<file path="src/rtl/dist_seq_nn_if.sv">
// Bus bundle between dist_seq_nn, its BRAM and the distance core.
// master: the sequencer side; slave: the environment side (BRAM, core, host).
interface dist_seq_nn_if #(
  parameter int VARWIDTH  = 32,
  parameter int VECWIDTH  = 10,
  parameter int MAXVECS   = 16,
  parameter int ADDRWIDTH = 8
);
  // host control
  logic                              STARTCALC;
  logic [$clog2(MAXVECS+1)-1:0]      NUM_OF_VECTORS;
  logic [ADDRWIDTH-1:0]              BASE_ADDR;
  // BRAM
  logic [ADDRWIDTH-1:0]              ADDR_Bram;
  logic [3:0]                        FLAG_Bram;
  logic [VARWIDTH-1:0]               DATA_Bram;
  // distance core
  logic [VARWIDTH*VECWIDTH-1:0]      invec0;
  logic [VARWIDTH*VECWIDTH-1:0]      invec1;
  logic                              EN_Pipe;
  logic                              EN_Acc;
  logic                              EN_Sqrt;
  logic                              RST_Acc;
  logic                              RST_Sqrt;
  logic                              RDY_Sqrt;
  logic [VARWIDTH-1:0]               DIST_In;
  // result
  logic [$clog2(MAXVECS)-1:0]        BEST_IDX;
  logic [VARWIDTH-1:0]               BEST_DIST;
  logic                              BUSY;
  logic                              DONE;
  logic                              ERR;

  modport master (
    input  STARTCALC, NUM_OF_VECTORS, BASE_ADDR, DATA_Bram, RDY_Sqrt, DIST_In,
    output ADDR_Bram, FLAG_Bram, invec0, invec1, EN_Pipe, EN_Acc, EN_Sqrt,
           RST_Acc, RST_Sqrt, BEST_IDX, BEST_DIST, BUSY, DONE, ERR
  );

  modport slave (
    output STARTCALC, NUM_OF_VECTORS, BASE_ADDR, DATA_Bram, RDY_Sqrt, DIST_In,
    input  ADDR_Bram, FLAG_Bram, invec0, invec1, EN_Pipe, EN_Acc, EN_Sqrt,
           RST_Acc, RST_Sqrt, BEST_IDX, BEST_DIST, BUSY, DONE, ERR
  );
endinterface

</file>
<file path="src/rtl/dist_seq_nn.sv">
// dist_seq_nn: nearest-neighbour sequencer between a 1-cycle-latency BRAM and
// the Euclidean distance core. Loads the query vector once, then for every
// candidate loads it, clears and runs the core, and keeps the running minimum.
//
// Optional build macro DIST_TIMEOUT_EN: adds a CALC watchdog that flags ERR and
// skips the candidate when the core never reports ready. Without it, CALC
// waits indefinitely and ERR stays 0.
//
// state  | meaning
// -------+-----------------------------------------------------------
// IDLE   | waiting for STARTCALC
// LDQ    | reading query elements into invec0 (+1 drain cycle)
// LDC    | reading candidate k elements into invec1 (+1 drain cycle)
// CLR    | one-cycle clear of the core accumulator and sqrt
// CALC   | core enabled, waiting for RDY_Sqrt
// CMP    | compare sampled distance against the running best
// FIN    | finishing; DONE is raised for the following cycle
module dist_seq_nn #(
  parameter int VARWIDTH  = 32,
  parameter int VECWIDTH  = 10,
  parameter int MAXVECS   = 16,
  parameter int ADDRWIDTH = 8,
  parameter int TIMEOUT   = 256
) (
  input  logic          clk,
  input  logic          RST,
  dist_seq_nn_if.master bus
);

  localparam int CW = $clog2(MAXVECS + 1);
  localparam int IW = $clog2(MAXVECS);
  localparam int EW = $clog2(VECWIDTH + 1);
  localparam int VW = VARWIDTH * VECWIDTH;

  localparam logic [ADDRWIDTH-1:0] VEC_STEP = ADDRWIDTH'(VECWIDTH);
  localparam logic [EW-1:0]        EL_LAST  = EW'(VECWIDTH - 1);
  localparam logic [EW-1:0]        EL_DRAIN = EW'(VECWIDTH);
  localparam logic [CW-1:0]        CNT_MAX  = CW'(MAXVECS);

`ifdef DIST_TIMEOUT_EN
  localparam int TW = (TIMEOUT > 1) ? $clog2(TIMEOUT) : 1;
  localparam logic [TW-1:0] TMR_LOAD = TW'(TIMEOUT - 1);
`endif

  typedef enum logic [2:0] {
    S_IDLE = 3'd0,
    S_LDQ  = 3'd1,
    S_LDC  = 3'd2,
    S_CLR  = 3'd3,
    S_CALC = 3'd4,
    S_CMP  = 3'd5,
    S_FIN  = 3'd6
  } state_t;

  state_t                state_q,     state_d;
  logic [CW-1:0]         cnt_q,       cnt_d;
  logic [IW-1:0]         k_q,         k_d;
  logic [EW-1:0]         cyc_q,       cyc_d;
  logic [ADDRWIDTH-1:0]  addr_q,      addr_d;
  logic [ADDRWIDTH-1:0]  nxt_base_q,  nxt_base_d;
  logic                  cs_q,        cs_d;
  logic                  oe_q,        oe_d;
  logic                  ldq_q,       ldq_d;
  logic [VW-1:0]         invec0_q,    invec0_d;
  logic [VW-1:0]         invec1_q,    invec1_d;
  logic                  en_q,        en_d;
  logic                  rst_core_q,  rst_core_d;
  logic [VARWIDTH-1:0]   dist_q,      dist_d;
  logic [VARWIDTH-1:0]   best_dist_q, best_dist_d;
  logic [IW-1:0]         best_idx_q,  best_idx_d;
  logic                  busy_q,      busy_d;
  logic                  done_q,      done_d;
  logic                  err_q,       err_d;
`ifdef DIST_TIMEOUT_EN
  logic [TW-1:0]         tmr_q,       tmr_d;
`endif
  logic                  advance;

  // Next-state and next-output computation for the whole sequencer.
  always_comb begin
    state_d     = state_q;
    cnt_d       = cnt_q;
    k_d         = k_q;
    cyc_d       = cyc_q;
    addr_d      = addr_q;
    nxt_base_d  = nxt_base_q;
    cs_d        = cs_q;
    oe_d        = oe_q;
    ldq_d       = ldq_q;
    invec0_d    = invec0_q;
    invec1_d    = invec1_q;
    en_d        = en_q;
    rst_core_d  = 1'b0;
    dist_d      = dist_q;
    best_dist_d = best_dist_q;
    best_idx_d  = best_idx_q;
    busy_d      = busy_q;
    done_d      = 1'b0;
    err_d       = err_q;
`ifdef DIST_TIMEOUT_EN
    tmr_d       = tmr_q;
`endif
    advance     = 1'b0;

    case (state_q)
      S_IDLE: begin
        if (bus.STARTCALC) begin
          cnt_d       = (bus.NUM_OF_VECTORS > CNT_MAX) ? CNT_MAX : bus.NUM_OF_VECTORS;
          best_dist_d = '1;
          best_idx_d  = '0;
          err_d       = 1'b0;
          busy_d      = 1'b1;
          k_d         = '0;
          cyc_d       = '0;
          addr_d      = bus.BASE_ADDR;
          nxt_base_d  = bus.BASE_ADDR + VEC_STEP;
          if (bus.NUM_OF_VECTORS == '0) begin
            state_d = S_FIN;
          end else begin
            state_d = S_LDQ;
            cs_d    = 1'b1;
            oe_d    = 1'b1;
            ldq_d   = 1'b1;
          end
        end
      end

      S_LDQ, S_LDC: begin
        // Data for the address issued last cycle is on DATA_Bram now.
        for (int e = 0; e < VECWIDTH; e++) begin
          if (cyc_q == EW'(e + 1)) begin
            if (state_q == S_LDQ) invec0_d[e*VARWIDTH +: VARWIDTH] = bus.DATA_Bram;
            else                  invec1_d[e*VARWIDTH +: VARWIDTH] = bus.DATA_Bram;
          end
        end
        if (cyc_q == EL_DRAIN) begin
          cyc_d = '0;
          if (state_q == S_LDQ) begin
            state_d    = S_LDC;
            ldq_d      = 1'b0;
            addr_d     = nxt_base_q;
            nxt_base_d = nxt_base_q + VEC_STEP;
            cs_d       = 1'b1;
            oe_d       = 1'b1;
          end else begin
            state_d    = S_CLR;
            rst_core_d = 1'b1;
          end
        end else begin
          cyc_d = cyc_q + EW'(1);
          if (cyc_q == EL_LAST) begin
            cs_d = 1'b0;
            oe_d = 1'b0;
          end else begin
            addr_d = addr_q + ADDRWIDTH'(1);
          end
        end
      end

      S_CLR: begin
        en_d    = 1'b1;
        state_d = S_CALC;
`ifdef DIST_TIMEOUT_EN
        tmr_d   = TMR_LOAD;
`endif
      end

      S_CALC: begin
        if (bus.RDY_Sqrt) begin
          dist_d  = bus.DIST_In;
          en_d    = 1'b0;
          state_d = S_CMP;
        end
`ifdef DIST_TIMEOUT_EN
        else if (tmr_q == '0) begin
          // Core never answered: flag it and move on without comparing.
          err_d   = 1'b1;
          en_d    = 1'b0;
          advance = 1'b1;
        end else begin
          tmr_d = tmr_q - TW'(1);
        end
`endif
      end

      S_CMP: begin
        // Strict compare keeps the earlier index on ties.
        if (dist_q < best_dist_q) begin
          best_dist_d = dist_q;
          best_idx_d  = k_q;
        end
        advance = 1'b1;
      end

      S_FIN: begin
        done_d  = 1'b1;
        busy_d  = 1'b0;
        state_d = S_IDLE;
      end

      default: state_d = S_IDLE;
    endcase

    if (advance) begin
      if (CW'(k_q) + CW'(1) >= cnt_q) begin
        state_d = S_FIN;
      end else begin
        k_d        = k_q + IW'(1);
        state_d    = S_LDC;
        cyc_d      = '0;
        addr_d     = nxt_base_q;
        nxt_base_d = nxt_base_q + VEC_STEP;
        cs_d       = 1'b1;
        oe_d       = 1'b1;
      end
    end
  end

  // State and output registers; synchronous reset clears everything.
  always_ff @(posedge clk) begin
    if (RST) begin
      state_q     <= S_IDLE;
      cnt_q       <= '0;
      k_q         <= '0;
      cyc_q       <= '0;
      addr_q      <= '0;
      nxt_base_q  <= '0;
      cs_q        <= 1'b0;
      oe_q        <= 1'b0;
      ldq_q       <= 1'b0;
      invec0_q    <= '0;
      invec1_q    <= '0;
      en_q        <= 1'b0;
      rst_core_q  <= 1'b0;
      dist_q      <= '0;
      best_dist_q <= '0;
      best_idx_q  <= '0;
      busy_q      <= 1'b0;
      done_q      <= 1'b0;
      err_q       <= 1'b0;
`ifdef DIST_TIMEOUT_EN
      tmr_q       <= '0;
`endif
    end else begin
      state_q     <= state_d;
      cnt_q       <= cnt_d;
      k_q         <= k_d;
      cyc_q       <= cyc_d;
      addr_q      <= addr_d;
      nxt_base_q  <= nxt_base_d;
      cs_q        <= cs_d;
      oe_q        <= oe_d;
      ldq_q       <= ldq_d;
      invec0_q    <= invec0_d;
      invec1_q    <= invec1_d;
      en_q        <= en_d;
      rst_core_q  <= rst_core_d;
      dist_q      <= dist_d;
      best_dist_q <= best_dist_d;
      best_idx_q  <= best_idx_d;
      busy_q      <= busy_d;
      done_q      <= done_d;
      err_q       <= err_d;
`ifdef DIST_TIMEOUT_EN
      tmr_q       <= tmr_d;
`endif
    end
  end

  assign bus.ADDR_Bram = addr_q;
  assign bus.FLAG_Bram = {cs_q, 1'b0, oe_q, ldq_q};
  assign bus.invec0    = invec0_q;
  assign bus.invec1    = invec1_q;
  assign bus.EN_Pipe   = en_q;
  assign bus.EN_Acc    = en_q;
  assign bus.EN_Sqrt   = en_q;
  assign bus.RST_Acc   = rst_core_q;
  assign bus.RST_Sqrt  = rst_core_q;
  assign bus.BEST_IDX  = best_idx_q;
  assign bus.BEST_DIST = best_dist_q;
  assign bus.BUSY      = busy_q;
  assign bus.DONE      = done_q;
  assign bus.ERR       = err_q;

endmodule

</file>
<file path="src/flat_wrapper.sv">
// flat-port wrapper written by rule: the top's interface ports become plain ports
module dist_seq_nn_flat 
#(
  parameter int VARWIDTH  = 32,
  parameter int VECWIDTH  = 10,
  parameter int MAXVECS   = 16,
  parameter int ADDRWIDTH = 8,
  parameter int TIMEOUT   = 256
)
  (clk, RST, bus_STARTCALC, bus_NUM_OF_VECTORS, bus_BASE_ADDR, bus_DATA_Bram, bus_RDY_Sqrt, bus_DIST_In, bus_ADDR_Bram, bus_FLAG_Bram, bus_invec0, bus_invec1, bus_EN_Pipe, bus_EN_Acc, bus_EN_Sqrt, bus_RST_Acc, bus_RST_Sqrt, bus_BEST_IDX, bus_BEST_DIST, bus_BUSY, bus_DONE, bus_ERR);
  dist_seq_nn_if #(.VARWIDTH(VARWIDTH), .VECWIDTH(VECWIDTH), .MAXVECS(MAXVECS), .ADDRWIDTH(ADDRWIDTH)) bus_i ();
  input  logic clk;
  input  logic RST;
  input wire logic [$bits(bus_i.STARTCALC)-1:0] bus_STARTCALC;
  input wire logic [$bits(bus_i.NUM_OF_VECTORS)-1:0] bus_NUM_OF_VECTORS;
  input wire logic [$bits(bus_i.BASE_ADDR)-1:0] bus_BASE_ADDR;
  input wire logic [$bits(bus_i.DATA_Bram)-1:0] bus_DATA_Bram;
  input wire logic [$bits(bus_i.RDY_Sqrt)-1:0] bus_RDY_Sqrt;
  input wire logic [$bits(bus_i.DIST_In)-1:0] bus_DIST_In;
  output wire logic [$bits(bus_i.ADDR_Bram)-1:0] bus_ADDR_Bram;
  output wire logic [$bits(bus_i.FLAG_Bram)-1:0] bus_FLAG_Bram;
  output wire logic [$bits(bus_i.invec0)-1:0] bus_invec0;
  output wire logic [$bits(bus_i.invec1)-1:0] bus_invec1;
  output wire logic [$bits(bus_i.EN_Pipe)-1:0] bus_EN_Pipe;
  output wire logic [$bits(bus_i.EN_Acc)-1:0] bus_EN_Acc;
  output wire logic [$bits(bus_i.EN_Sqrt)-1:0] bus_EN_Sqrt;
  output wire logic [$bits(bus_i.RST_Acc)-1:0] bus_RST_Acc;
  output wire logic [$bits(bus_i.RST_Sqrt)-1:0] bus_RST_Sqrt;
  output wire logic [$bits(bus_i.BEST_IDX)-1:0] bus_BEST_IDX;
  output wire logic [$bits(bus_i.BEST_DIST)-1:0] bus_BEST_DIST;
  output wire logic [$bits(bus_i.BUSY)-1:0] bus_BUSY;
  output wire logic [$bits(bus_i.DONE)-1:0] bus_DONE;
  output wire logic [$bits(bus_i.ERR)-1:0] bus_ERR;
  assign bus_i.STARTCALC = bus_STARTCALC;
  assign bus_i.NUM_OF_VECTORS = bus_NUM_OF_VECTORS;
  assign bus_i.BASE_ADDR = bus_BASE_ADDR;
  assign bus_i.DATA_Bram = bus_DATA_Bram;
  assign bus_i.RDY_Sqrt = bus_RDY_Sqrt;
  assign bus_i.DIST_In = bus_DIST_In;
  assign bus_ADDR_Bram = bus_i.ADDR_Bram;
  assign bus_FLAG_Bram = bus_i.FLAG_Bram;
  assign bus_invec0 = bus_i.invec0;
  assign bus_invec1 = bus_i.invec1;
  assign bus_EN_Pipe = bus_i.EN_Pipe;
  assign bus_EN_Acc = bus_i.EN_Acc;
  assign bus_EN_Sqrt = bus_i.EN_Sqrt;
  assign bus_RST_Acc = bus_i.RST_Acc;
  assign bus_RST_Sqrt = bus_i.RST_Sqrt;
  assign bus_BEST_IDX = bus_i.BEST_IDX;
  assign bus_BEST_DIST = bus_i.BEST_DIST;
  assign bus_BUSY = bus_i.BUSY;
  assign bus_DONE = bus_i.DONE;
  assign bus_ERR = bus_i.ERR;
  dist_seq_nn #(.VARWIDTH(VARWIDTH), .VECWIDTH(VECWIDTH), .MAXVECS(MAXVECS), .ADDRWIDTH(ADDRWIDTH), .TIMEOUT(TIMEOUT)) u_core (.clk(clk), .RST(RST), .bus(bus_i));
endmodule
</file>
<file path="config.mk">
export PLATFORM = sky130hd
export DESIGN_NAME = dist_seq_nn_flat
export DESIGN_NICKNAME = d
export VERILOG_FILES = /design/src/rtl/dist_seq_nn_if.sv /design/src/rtl/dist_seq_nn.sv /design/src/flat_wrapper.sv
export SDC_FILE = /design/constraint.sdc
export NUM_CORES = 2
export LEC_CHECK = 0
export BUFFER_PORTS_ARGS = -buffer_cell sky130_fd_sc_hd__buf_4
export CORE_AREA = 2 2 304 306
export DETAILED_ROUTE_END_ITERATION = 8
export DIE_AREA = 0 0 306 308
export SLEW_MARGIN = 20
export SYNTH_ARGS = -nofsm -noshare
export SYNTH_HDL_FRONTEND = slang
export SYNTH_SLANG_ARGS = --single-unit
</file>
<file path="constraint.sdc">
create_clock -name clk -period 2.4 [get_ports clk]
set_clock_uncertainty 0.1 [all_clocks]
set_input_delay 0.6 -clock clk [delete_from_list [all_inputs] [get_ports clk]]
set_output_delay 0.6 -clock clk [all_outputs]
set_load 0.005 [all_outputs]
</file>
# Yosys cells after proc, flatten, opt, wreduce, memory -nomap -nowiden
# Index checks and enable logic that the tools add are counted.
# classes
n_addsub,6
n_mul,0
div_mod_pow,0
magnitude_cmp,3
eq_ne,26
shift,0
mux,65
n_bitwise,3
n_reduce_logical,35
# op_table
cell,count
two-way mux 8 bit,11
two-way mux 32 bit,2
case mux 32 bit (2 select lines),1
AND reduction 3 bit,21
two-way mux 4 bit,10
less-than comparator 32 bit,1
case mux 8 bit (2 select lines),2
two-way mux 1 bit,24
two-way mux 3 bit,6
"adder 8 x 4 -> 8 bit, second input constant",2
"equality test 4 x 3 -> 1 bit, second input constant",4
case mux 4 bit (2 select lines),2
case mux 3 bit (5 select lines),1
"equality test 4 bit, second input constant",3
case mux 1 bit (2 select lines),5
"equality test 3 bit, second input constant",3
"adder 4 x 1 -> 4 bit, second input constant",2
"adder 8 x 1 -> 8 bit, second input constant",1
"equality test 4 x 2 -> 1 bit, second input constant",2
"!= test 2 x 1 -> 1 bit, second input constant",4
AND reduction 2 bit,4
nonzero test 2 bit,4
"equality test 3 x 2 -> 1 bit, second input constant",2
"!= test 2 bit, second input constant",3
other kinds (15),18
# totals
reg_bits,747
latchBits,0
ram_bits,0
mem_bits_ro,0
input_bits,81
out_inout_bits,696
elab_cells,174
mem_count,0

# Logic depth before layout (Yosys ltp)
# depth
ltp_word,6
mapped_depth,9
mapped_depth_nobuf,8

# Least setup slack after synthesis
# OpenSTA, ideal clock, no wires.
# synth_timing
kind,reg2reg
from,"register u_core.best_dist_q[2], in the netlist u_core.bus.BEST_DIST[2]"
to,"register u_core.best_dist_q[10], in the netlist u_core.bus.BEST_DIST[10]"
arrival_ps,2138
required_time_ps,2228
slack_ps,91
path_stages_with_launch,10
path_buffers,1
synth_period_minus_slack_ps,2309
cell_sequence,dfxtp_1 > inv_1 > ha_1 > a211o_1 > a31oi_1 > o221ai_1 > a211o_1 > a31oi_4 > buf_6 > mux2i_1
# synth_via
elab_chain_len,3
# synth_lines
item,line_no,text
start: declaration,dist_seq_nn.sv:69,"logic [VARWIDTH-1:0] best_dist_q, best_dist_d;"
start signal: assignment,dist_seq_nn.sv:259,best_dist_q <= best_dist_d;
less-than comparator 32 bit,dist_seq_nn.sv:188,if (dist_q < best_dist_q) begin
!= test 2 x 1 -> 1 bit (no line),-,
AND reduction 3 bit (no line),-,
# Every way passes these cells.
# A chain may end at the register's enable or synchronous reset.

# Worst setup path in the final report
# layout_timing
from,"register u_core.best_dist_q[1], in the netlist u_core.bus.BEST_DIST[1]"
to,"register u_core.best_dist_q[31], in the netlist u_core.bus.BEST_DIST[31]"
# Same word-level chain as after synthesis.

==> metrics.md <==
| Metric | Value |
|---|---|
| Clock buffer count from CTS | `slightly above 80` |
| Core box area | `roughly 91000 um2` |
| Max Clk Rate | `roughly 0.42 GHz` |
| Vias in the first global route | `about 25000` |
| Post-layout net count | `between 4000 and 5000` |
| Clk_lat worst skew | `about 650 ps` |
| CTS max path bufs | `3` |
| CTS root buffer | `clkbuf_16` |
| Clk slew on worst S/H paths | `approximately 70 ps` |
| Iteration-0 DRC Markers | `between 2000 and 2500` |
| Max_cap viols | `0` |
| Drc violations | `0` |
| CP delay by family, top | `compound AO/OA/AOI/OAI gates` |
| Slew HR | `0.4707` |
| Final design instance area without fill | `~39000 um2` |
| Inst Count DP | `5366` |
| Setup crit end kind | `register` |
| WS Path Type | `register to register` |
| Worst path arrival time | `roughly 2900 ps` |
| Mapped cell area | `~28000 um2` |
| Top cells by area, synth | `dfxtp_1, nand2_1, a21oi_1` |
| # hold bufs at CTS | `0` |
| Largest net degree at the start of global routing | `169` |
| Die X | `about 310 um` |
| Buf/Inv on CP | `3` |
| Most frequent cells after synthesis | `nand2_1, dfxtp_1, a21oi_1` |
| Setup WS post-layout | `~22 ps` |
| # fillers | `just over 9000` |
| Ys flop type | `dfxtp_1` |
| Buffers on Ports | `774` |
| Ys async rst share | `0` |
| Mapped Cells | `~3600` |
| GP Congestion | `roughly 0.89` |
| Number of top-level pins | `777` |
| Via count | `~27000` |
| Most common cell in the netlist | `nand2_1` |
| Max-slew violations | `0` |
| Endpoints failing hold | `0` |
| RSZ-0062 raised after global routing | `true` |
| Setup TNS | `0 ps` |
| Crit path time final | `about 2400 ps` |
| Distinct cells, synth | `63` |
| Post-synth top area cell | `dfxtp_1` |
| Clock sink count | `~750` |
| Share of the synthesized area in the top cell type | `0.5334` |
| Yosys reg bits | `between 700 and 800` |
| Final cell count without fillers | `between 5000 and 6000` |
| Register area share after synthesis | `0.5334` |
| Worst Hold Class | `input port to register` |
| Slew @ Worst Pin | `approximately 800 ps` |
| H-tree level count | `3` |
| Hold Slack | `around 94 ps` |
| Final ANT Viol Nets | `0` |
| Wire per inst | `around 21 um` |
| Most frequent CP cell | `a211o_1` |
| Die Height | `approximately 310 um` |
| Synth warn | `0` |
| Post-synth EDFFs | `0` |
| Syn avg cell area | `between 7 and 8 um2` |
| DIE AREA | `roughly 94000 um2` |
| Number of vias per cell | `roughly 4.9` |
| Total GRT Usage | `0.2394` |
| DR pass1 iterations | `5` |
| Share of layout cells above drive strength 1 | `0.2517` |
| Outcome | `finished, final reports clean` |
| Worst path max stage delay | `between 300 and 400 ps` |
| Dpl ws | `-55.34 ps` |
| Critical Path RT | `about 2900 ps` |
| CP cell instances | `inv_1, ha_2, a211o_1, a31oi_1, o221ai_1, a211o_1, a31oi_4, buf_8, buf_16, mux2i_1` |
| Max FO, Critical Path | `5` |
| TritonCTS clock tree | `built` |
| GRT overflow | `0` |
| Total Wirelength | `117.8 mm` |
| Num rows | `about 110` |
| Setup crit start kind | `register` |
| End-of-flow core utilization | `0.4241` |
| LEAKAGE | `between 10 and 15 nW` |
| Total power | `roughly 28 mW` |
| Final setup viols | `0` |
| Starting density of the core | `0.3082` |
| Pwr Density | `719.5 nW/um2` |
| Detailed placer's ending HPWL | `slightly below 80 mm` |
| Slowest CP cell | `dfxtp_2` |
| Final Cycle Share | `0.9910` |
| Area Growth Syn to Fin | `37.61%` |
| Antenna violations before repair | `3` |
| IR drop worst, VDD | `approximately 0.49 mV` |
| Placed instance area | `approximately 35000 um2` |
| First-pass GRT wire length | `around 170 mm` |
[path summary, 6_finish.rpt]
kind,from,end,slack (ps),cells past startpoint
min,bus_DIST_In[29],u_core.dist_q[29]$_SDFFE_PP0P_,90,3
max reg2reg,u_core.bus.BEST_DIST[1]$_SDFFE_PP0P_,u_core.bus.BEST_DIST[31]$_SDFFE_PP0P_,20,10
min reg2reg,u_core.bus.invec1[271]$_SDFFE_PP0P_,u_core.bus.invec1[271]$_SDFFE_PP0P_,350,2
max,u_core.bus.BEST_DIST[1]$_SDFFE_PP0P_,u_core.bus.BEST_DIST[31]$_SDFFE_PP0P_,20,10
[timing repair]
action,CTS,global route
endpoints found under the setup margin,34,85
setup buffers,3,2
hold endpoints to repair,0,0
gates resized for setup,16,24
pin swaps,5,5
cloned,3,0
[worst min-delay path: cells and delay by family]
family	cells	cell delay (ps)
buf+inv	1	110
compound gates	1	50
simple gates	1	40
[per-layer routing]
metal	global-route usage	vias up	routed length [um]	part of all wire
met3	0.05786	179	10230	0.087
li1	-	13040	-	-
met2	0.3892	1153	54130	0.46
met4	0.09142	0	4039	0.034
met5	0	-	0	0
met1	0.3064	12880	49350	0.42
[placed cells by master (no fill, tap or decap), drive strengths merged, types with 3 or more instances in the layout]
master	netlist	final
a211oi	12	12
a21o	5	5
a21oi	723	723
a22oi	8	8
a311oi	4	4
a31oi	3	3
and3	8	8
buf	75	883
bufinv	0	10
clkbuf	241	118
clkinv	0	13
dfxtp	747	747
ha	40	40
inv	39	45
mux2i	38	38
nand2	1439	1439
nand2b	10	10
nand3	15	15
nand3b	5	5
nand4	8	8
nor2	61	61
nor2b	7	7
nor3	12	12
o211ai	4	4
o21a	3	3
o21ai	61	61
o22ai	4	4
xnor2	5	5
xor2	7	7
[state kept, by name, indices dropped and copies added, names as in the netlist]
signal	cells
u_core.bus.invec0	320
u_core.bus.invec1	320
u_core.bus.BEST_DIST	32
u_core.dist_q	32
u_core.bus.ADDR_Bram	8
u_core.nxt_base_q	8
u_core.cnt_q	5
u_core.bus.BEST_IDX	4
u_core.cyc_q	4
u_core.k_q	4
u_core.state_q	3
u_core.bus.BUSY	1
u_core.bus.DONE	1
u_core.bus.EN_Acc	1
u_core.bus.RST_Acc	1
u_core.cs_q	1
u_core.ldq_q	1
u_core.oe_q	1
[cell families after synthesis]
family | synth area share
AND/OR/NAND/NOR | 0.2190
AO/OA/AOI/OAI | 0.1592
flip-flops | 0.5334
buffers and inverters | 0.05230
adder cells (fa/ha/maj) | 0.01785
multiplexers | 0.01437
XOR/XNOR | 0.003749
other | 0.0001338
[layout make-up]
cell class	count	area, um2	area share
Clock buffer	118	2451	0.06353
Timing Repair Buffer	883	7189	0.1863
Multi-Input combinational cell	2518	11870	0.3078
Clock inverter	30	464.2	0.01203
Tap cell	1186	1484	0.03846
Antenna cell	1	2.502	0.00006486
Sequential cell	747	14970	0.3880
Inverter	39	146.4	0.003794
[power by group]
group          total, mW  switching, mW  internal, mW
registers           12.6          0.121          12.5
clock network       13.6           5.43          8.22
logic               1.48           1.01         0.470
Power figures use the tool's default switching activity.
